`config.mk`:
```
export PLATFORM = sky130hd
export DESIGN_NAME = lift_scan_ctrl_flat
export DESIGN_NICKNAME = d
export VERILOG_FILES = /design/src/rtl/lift_scan_ctrl_if.sv /design/src/rtl/lift_scan_ctrl.sv /design/src/flat_wrapper.sv
export SDC_FILE = /design/constraint.sdc
export NUM_CORES = 1
export LEC_CHECK = 0
export CAP_MARGIN = 5
export CORE_MARGIN = 4
export CORE_UTILIZATION = 53
export CTS_BUF_LIST = sky130_fd_sc_hd__clkbuf_16
export CTS_CLUSTER_DIAMETER = 60
export DETAILED_ROUTE_END_ITERATION = 12
export PLACE_DENSITY_LB_ADDON = 0.25
export SYNTH_ARGS = -nofsm -noshare
export SYNTH_HDL_FRONTEND = slang
export SYNTH_SLANG_ARGS = --single-unit
```
`constraint.sdc`:
```
create_clock -name clk -period 2.37 [get_ports clk]
set_input_delay 0.474 -clock clk [delete_from_list [all_inputs] [get_ports clk]]
set_output_delay 0.474 -clock clk [all_outputs]
set_load 0.03 [all_outputs]
```
`src/rtl/lift_scan_ctrl_if.sv`:
```
// Call/status bundle between lift_scan_ctrl and its call sources and drivers.
// With LIFT_ESTOP_EN defined the bundle also carries the estop request.
interface lift_scan_ctrl_if #(
  parameter int N_FLOORS = 4
);
  localparam int FW = $clog2(N_FLOORS);

  logic [N_FLOORS-1:0] call_req;
  logic [FW-1:0]       floor;
  logic                dir_up;
  logic                moving;
  logic                door_open;
  logic [N_FLOORS-1:0] pending;
`ifdef LIFT_ESTOP_EN
  logic                estop;

  modport master (output call_req, estop,
                  input  floor, dir_up, moving, door_open, pending);
  modport slave  (input  call_req, estop,
                  output floor, dir_up, moving, door_open, pending);
`else
  modport master (output call_req,
                  input  floor, dir_up, moving, door_open, pending);
  modport slave  (input  call_req,
                  output floor, dir_up, moving, door_open, pending);
`endif
endinterface

```
`src/rtl/lift_scan_ctrl.sv`:
```
// N-floor SCAN lift controller: latches calls, serves them direction-first,
// times travel and door dwell from a prescaler. Optional estop via LIFT_ESTOP_EN.
module lift_scan_ctrl #(
  parameter int N_FLOORS     = 4,
  parameter int HOME_FLOOR   = 1,
  parameter int TICK_DIV     = 50000000,
  parameter int TRAVEL_TICKS = 1,
  parameter int DOOR_TICKS   = 2
) (
  input logic             clk,
  input logic             rst_n,
  lift_scan_ctrl_if.slave bus
);
  localparam int FW     = $clog2(N_FLOORS);
  localparam int PW     = $clog2(TICK_DIV);
  localparam int PH_MAX = (TRAVEL_TICKS > DOOR_TICKS) ? TRAVEL_TICKS : DOOR_TICKS;
  localparam int PHW    = (PH_MAX > 1) ? $clog2(PH_MAX) : 1;

  typedef enum logic [1:0] {
    S_IDLE = 2'd0,
    S_MOVE = 2'd1,
    S_DOOR = 2'd2
  } state_t;

  state_t              state_q, state_d;
  logic [FW-1:0]       floor_q, floor_d;
  logic                dir_q, dir_d;
  logic [N_FLOORS-1:0] pending_q, pending_d;
  logic [PW-1:0]       presc_q, presc_d;
  logic [PHW-1:0]      phase_q, phase_d;

  logic [N_FLOORS-1:0] set_mask, clr_mask, above, below;
  logic                tick, ahead_up, ahead_dn;
  int unsigned         floor_u;

  always_ff @(posedge clk or negedge rst_n) begin
    if (!rst_n) begin
      state_q   <= S_IDLE;
      floor_q   <= FW'(HOME_FLOOR);
      dir_q     <= 1'b1;
      pending_q <= '0;
      presc_q   <= '0;
      phase_q   <= '0;
    end else begin
      state_q   <= state_d;
      floor_q   <= floor_d;
      dir_q     <= dir_d;
      pending_q <= pending_d;
      presc_q   <= presc_d;
      phase_q   <= phase_d;
    end
  end

  always_comb begin
    floor_u = 32'(floor_q);
    above   = '0;
    below   = '0;
    for (int unsigned i = 0; i < N_FLOORS; i++) begin
      above[i] = (i > floor_u);
      below[i] = (i < floor_u);
    end
  end

  assign tick     = (presc_q == PW'(TICK_DIV - 1));
  assign ahead_up = |(pending_q & above);
  assign ahead_dn = |(pending_q & below);

  always_comb begin
    state_d  = state_q;
    floor_d  = floor_q;
    dir_d    = dir_q;
    presc_d  = presc_q;
    phase_d  = phase_q;
    clr_mask = '0;
    set_mask = bus.call_req;
    // A call at the current floor is served by the door, never latched, unless travelling.
    if (state_q != S_MOVE) set_mask[floor_q] = 1'b0;

    case (state_q)
      S_IDLE: begin
        presc_d = '0;
        phase_d = '0;
        if (bus.call_req[floor_q]) begin
          state_d           = S_DOOR;
          clr_mask[floor_q] = 1'b1;
        end else if (|pending_q) begin
          state_d = S_MOVE;
          if (floor_q == '0)                       dir_d = 1'b1;
          else if (floor_q == FW'(N_FLOORS - 1))   dir_d = 1'b0;
          else if (dir_q ? !ahead_up : !ahead_dn)  dir_d = !dir_q;
        end
      end

      S_MOVE: begin
        presc_d = tick ? '0 : presc_q + PW'(1);
        if (tick) begin
          if (phase_q == PHW'(TRAVEL_TICKS - 1)) begin
            phase_d = '0;
            floor_d = dir_q ? floor_q + FW'(1) : floor_q - FW'(1);
            if (pending_q[floor_d]) begin
              clr_mask[floor_d] = 1'b1;
              state_d           = S_DOOR;
            end
          end else begin
            phase_d = phase_q + PHW'(1);
          end
        end
      end

      S_DOOR: begin
        if (bus.call_req[floor_q]) begin
          presc_d = '0;
          phase_d = '0;
        end else begin
          presc_d = tick ? '0 : presc_q + PW'(1);
          if (tick) begin
            if (phase_q == PHW'(DOOR_TICKS - 1)) begin
              phase_d = '0;
              state_d = S_IDLE;
            end else begin
              phase_d = phase_q + PHW'(1);
            end
          end
        end
      end

      default: state_d = S_IDLE;
    endcase

`ifdef LIFT_ESTOP_EN
    // Freeze overrides every transition but leaves call latching untouched.
    if (bus.estop) begin
      state_d  = state_q;
      floor_d  = floor_q;
      dir_d    = dir_q;
      presc_d  = presc_q;
      phase_d  = phase_q;
      clr_mask = '0;
    end
`endif

    pending_d = (pending_q | set_mask) & ~clr_mask;
  end

  assign bus.floor     = floor_q;
  assign bus.dir_up    = dir_q;
  assign bus.moving    = (state_q == S_MOVE);
  assign bus.door_open = (state_q == S_DOOR);
  assign bus.pending   = pending_q;
endmodule

```
`src/flat_wrapper.sv`:
```
// flat-port wrapper written by rule: the top's interface ports become plain ports
module lift_scan_ctrl_flat 
#(
  parameter int N_FLOORS     = 4,
  parameter int HOME_FLOOR   = 1,
  parameter int TICK_DIV     = 50000000,
  parameter int TRAVEL_TICKS = 1,
  parameter int DOOR_TICKS   = 2
)
  (clk, rst_n, bus_call_req, bus_floor, bus_dir_up, bus_moving, bus_door_open, bus_pending);
  lift_scan_ctrl_if #(.N_FLOORS(N_FLOORS)) bus_i ();
  input logic clk;
  input logic rst_n;
  input wire logic [$bits(bus_i.call_req)-1:0] bus_call_req;
  output wire logic [$bits(bus_i.floor)-1:0] bus_floor;
  output wire logic [$bits(bus_i.dir_up)-1:0] bus_dir_up;
  output wire logic [$bits(bus_i.moving)-1:0] bus_moving;
  output wire logic [$bits(bus_i.door_open)-1:0] bus_door_open;
  output wire logic [$bits(bus_i.pending)-1:0] bus_pending;
  assign bus_i.call_req = bus_call_req;
  assign bus_floor = bus_i.floor;
  assign bus_dir_up = bus_i.dir_up;
  assign bus_moving = bus_i.moving;
  assign bus_door_open = bus_i.door_open;
  assign bus_pending = bus_i.pending;
  lift_scan_ctrl #(.N_FLOORS(N_FLOORS), .HOME_FLOOR(HOME_FLOOR), .TICK_DIV(TICK_DIV), .TRAVEL_TICKS(TRAVEL_TICKS), .DOOR_TICKS(DOOR_TICKS)) u_core (.clk(clk), .rst_n(rst_n), .bus(bus_i));
endmodule
```
==> summary.md, run 1 <==
| Metric | Value |
|---|---|
| Comb pwr share | a little over a third |
| Slew margin rel. | 44.9% |
| CTS tree | done |
| ANT nets after route | 0 |
| Setup WS pre-CTS | -0.316 ns |
| HP Class | in2async |
| Final core utilization | ~73% |
| Gate Count Post-Synth | about 260 |
| Status | finished, violations left |
| DRT Pass-1 Iters | 4 |
| Power share of the clock group | 33.3% |
| Crit path time final | between 2 and 2.5 ns |
| Worst vdd ir | 571 uV |
| Initial antenna violation count | 0 |
| Die area | 5540 um^2 |
| Mean Syn Cell Area | between 9 and 10 um^2 |
| Area Overhead vs Synth | 28.9% |
| Final Hold Fails | 0 |
| Commonest cells after routing, fill and taps aside | 34 x dfrtp_1, 24 x buf_4, 22 x nand2_1 |
| Placed cell area | 2720 um^2 |
| Most used DFF post-synth | dfrtp_1 |
| DRT iter0 DRCs | 106 |
| Vias in the first global route | roughly 2100 |
| Placed wire-length estimate | approximately 4300 um |
| Worst hold slack | 0.291 ns |
| TritonCTS buffer count | 5 |
| Period Utilization, post-route | 101% |
| CP arrival | roughly 2.6 ns |
| CP Class | reg2reg |
| Commonest non-fill, non-tap cell in the layout | dfrtp_1 |
| Sequential area share after synthesis | between 30% and 40% |
| Clock slew at reported path FFs | 0.06 ns |
| Fmax achieved | roughly 420 MHz |
| Final Slew Violations | 0 |
| Total gr overflow | 0 |
| Routed Wire Length | 6300 um |
| Failing checks | negative setup slack |
| # diodes | 0 |
| Largest net degree at the start of global routing | 37 |
| Design area | between 3000 and 4000 um^2 |
| Crit path max fanout | 5 |
| Post-Syn Area | 2340 um^2 |
| Insertion delay to the later sink of the worst-skew pair | 0.28 ns |
| Share of cells above drive strength 1 | 21.0% |
| RSZ-0062 raised after global routing | true |
| CTS sink count | 36 |
| Core area | 4140 um^2 |
| Placer Congestion | 0.844 |
| Final setup viols | 1 |
| Row count | 23 |
| Max-cap violations | 0 |
| Req. time, crit path | 2.59 ns |
| Power Density | 749 nW/um^2 |
| First-pass GRT wire length | 9920 um |
| Setup TNS Final | -0.0148 ns |
| Ys async rst share | 100% |
| Pleak | between 1 and 1.5 nW |
| Worst-Margin Slew | 0.827 ns |
| Max Buffers Root-to-Sink | 2 |
| Vias post-DR | 2260 |
| Die height | 74.4 um |
| I/O pin cnt | 15 |
| Total GRT Usage | around a quarter |
| Register bit total from synthesis | 36 |
| Root Buffer | clkbuf_16 |
| Port Buffers | 14 |
| Net count after synthesis | about 270 |
| Chip width | approximately 74 um |
| Yosys warns | 0 |
| Post-route DRC | 0 |
| Seq pwr share | 30.2% |
| Per-cell routed wire length | 18.0 um |
| Sw power | 0.784 mW |
| EDFF count, synth | 0 |
| Cell variety after synth | 48 |
| H-tree levels | 2 |
| Via density | 6.46 |
| Starting density of the core | 56.4% |
| Final Skew | around 0.0026 ns |
| CP startpoint kind | flop |
| Worst setup EP type | flop |
| Cell internal pwr | around 1.5 mW |
| Final Net Count | approximately 320 |
| Sw Ratio | 34.7% |
| Setup ws final | -0.0148 ns |
## power groups by stage
stage | logic, mW | clock network [mW] | registers, mW
floorplan | 0.413 | 0 | 0.698
global placement | 0.679 | 0 | 0.688
detailed placement | 0.698 | 0 | 0.690
CTS | 0.711 | 0.763 | 0.680
global route | 0.887 | 0.783 | 0.684
finish | 0.825 | 0.751 | 0.681
## cell families (layout without fill, tap and decap cells)
group	Yosys count	count (layout)	share of synthesized area (%)
simple gates	109	109	26.8
compound gates	72	72	20.5
flops	36	36	38.6
buf+inv	19	63	3.32
fa+ha+maj	11	11	5.89
mux	6	6	3.69
xor+xnor	3	3	1.12
## through the flow
| stage | instances | power, mW |
|---|---|---|
| 6_report | 350 | 2.26 |
| 3_3_place_gp | 335 | 1.37 |
| 5_1_grt | 350 | 2.35 |
| 4_1_cts | 345 | 2.15 |
| 3_5_place_dp | 335 | 1.39 |
| 2_1_floorplan | 256 | 1.11 |
## state kept, by name (all words and copies together) (netlist names)
| name | count |
|---|---|
| u_core.presc_q | 26 |
| u_core.bus.pending | 4 |
| u_core.bus.floor | 2 |
| u_core.state_q | 2 |
| u_core.bus.dir_up | 1 |
| u_core.phase_q | 1 |
## area by class of cell
class                           instances  area [um^2]
Clock buffer                            5          125
Clock inverter                          3         42.5
Fill cell                             334         1130
Inverter                               10         40.0
Multi-Input combinational cell        201         1450
Sequential cell                        36          903
Tap cell                               50         62.6
Timing Repair Buffer                   45          393
## layer usage
metal	wire length [um]	vias to the layer above	share of wire, %	GRT usage, %
met2	3200	58	51	38.1
met4	76	0	1.2	7.51
met5	0	-	0	0
met1	2760	1120	44	31.5
li1	-	1075	-	-
met3	266	7	4.2	4.05
## synthesized netlist by cell type, types with 2 or more instances
cell	number	area (um^2)
or4b_1	2	20.0
nor2_1	11	41.3
nor3_1	5	25.0
xnor2_1	2	17.5
dfstp_2	2	52.6
nand3b_1	3	22.5
inv_1	10	37.5
dfrtp_1	34	851
a21oi_1	10	50.1
o211ai_1	2	15.0
mux2i_1	3	30.0
and2_1	16	100
nand2_1	22	82.6
nor4_1	3	18.8
or3_1	2	12.5
o31ai_1	13	97.6
clkbuf_1	4	15.0
nand3_1	18	90.1
o41ai_1	2	17.5
and3_1	3	18.8
a41oi_1	3	26.3
o21ai_0	12	60.1
a21boi_0	3	22.5
a31oi_1	19	119
nand2b_1	3	18.8
nand4_1	9	56.3
ha_1	11	138
mux4_2	2	45.0
and4_1	4	35.0
buf_2	5	25.0
## what timing repair did
| action | 4_1_cts | 5_1_grt |
|---|---|---|
| resized for setup | 0 | 19 |
| cloned | 0 | 1 |
| pin swaps | 1 | 6 |
| setup buffers | 2 | 4 |
| hold buffers | 0 | 0 |
| setup endpoints to repair | 13 | 18 |
## path summary, 6_finish.rpt
path | depth (start not counted) | startpoint | to | slack [ns]
worst min register to register | 1 | u_core.presc_q[20] | u_core.presc_q[20] | 0.53
worst max register to register | 6 | u_core.bus.floor[0] | u_core.presc_q[17] | -0.01
max in group asynchronous | 1 | rst_n | u_core.phase_q | 1.56
min in group clk | 1 | u_core.presc_q[20] | u_core.presc_q[20] | 0.53
worst min-delay path | 1 | rst_n | u_core.presc_q[1] | 0.29
worst max-delay path | 6 | u_core.bus.floor[0] | u_core.presc_q[17] | -0.01
## critical path, cell delays in order (launching register included)
cell and delay (ns):
dfstp_2 0.57, mux4_2 0.57, o21a_1 0.26, a211oi_4 0.22, buf_6 0.16, or4b_1 0.44
nand3_1 0.09
Power figures use the tool's default switching activity.
==> run 2, diff against run 1 <==
--- a/config.mk
+++ b/config.mk
@@ -12,6 +12,7 @@
 export CTS_CLUSTER_DIAMETER = 60
 export DETAILED_ROUTE_END_ITERATION = 12
 export PLACE_DENSITY_LB_ADDON = 0.25
+export SKIP_LAST_GASP = 1
 export SYNTH_ARGS = -nofsm -noshare
 export SYNTH_HDL_FRONTEND = slang
 export SYNTH_SLANG_ARGS = --single-unit
==> results of run 2 <==
Final layout, timing and power as in run 1 (identical DEF).
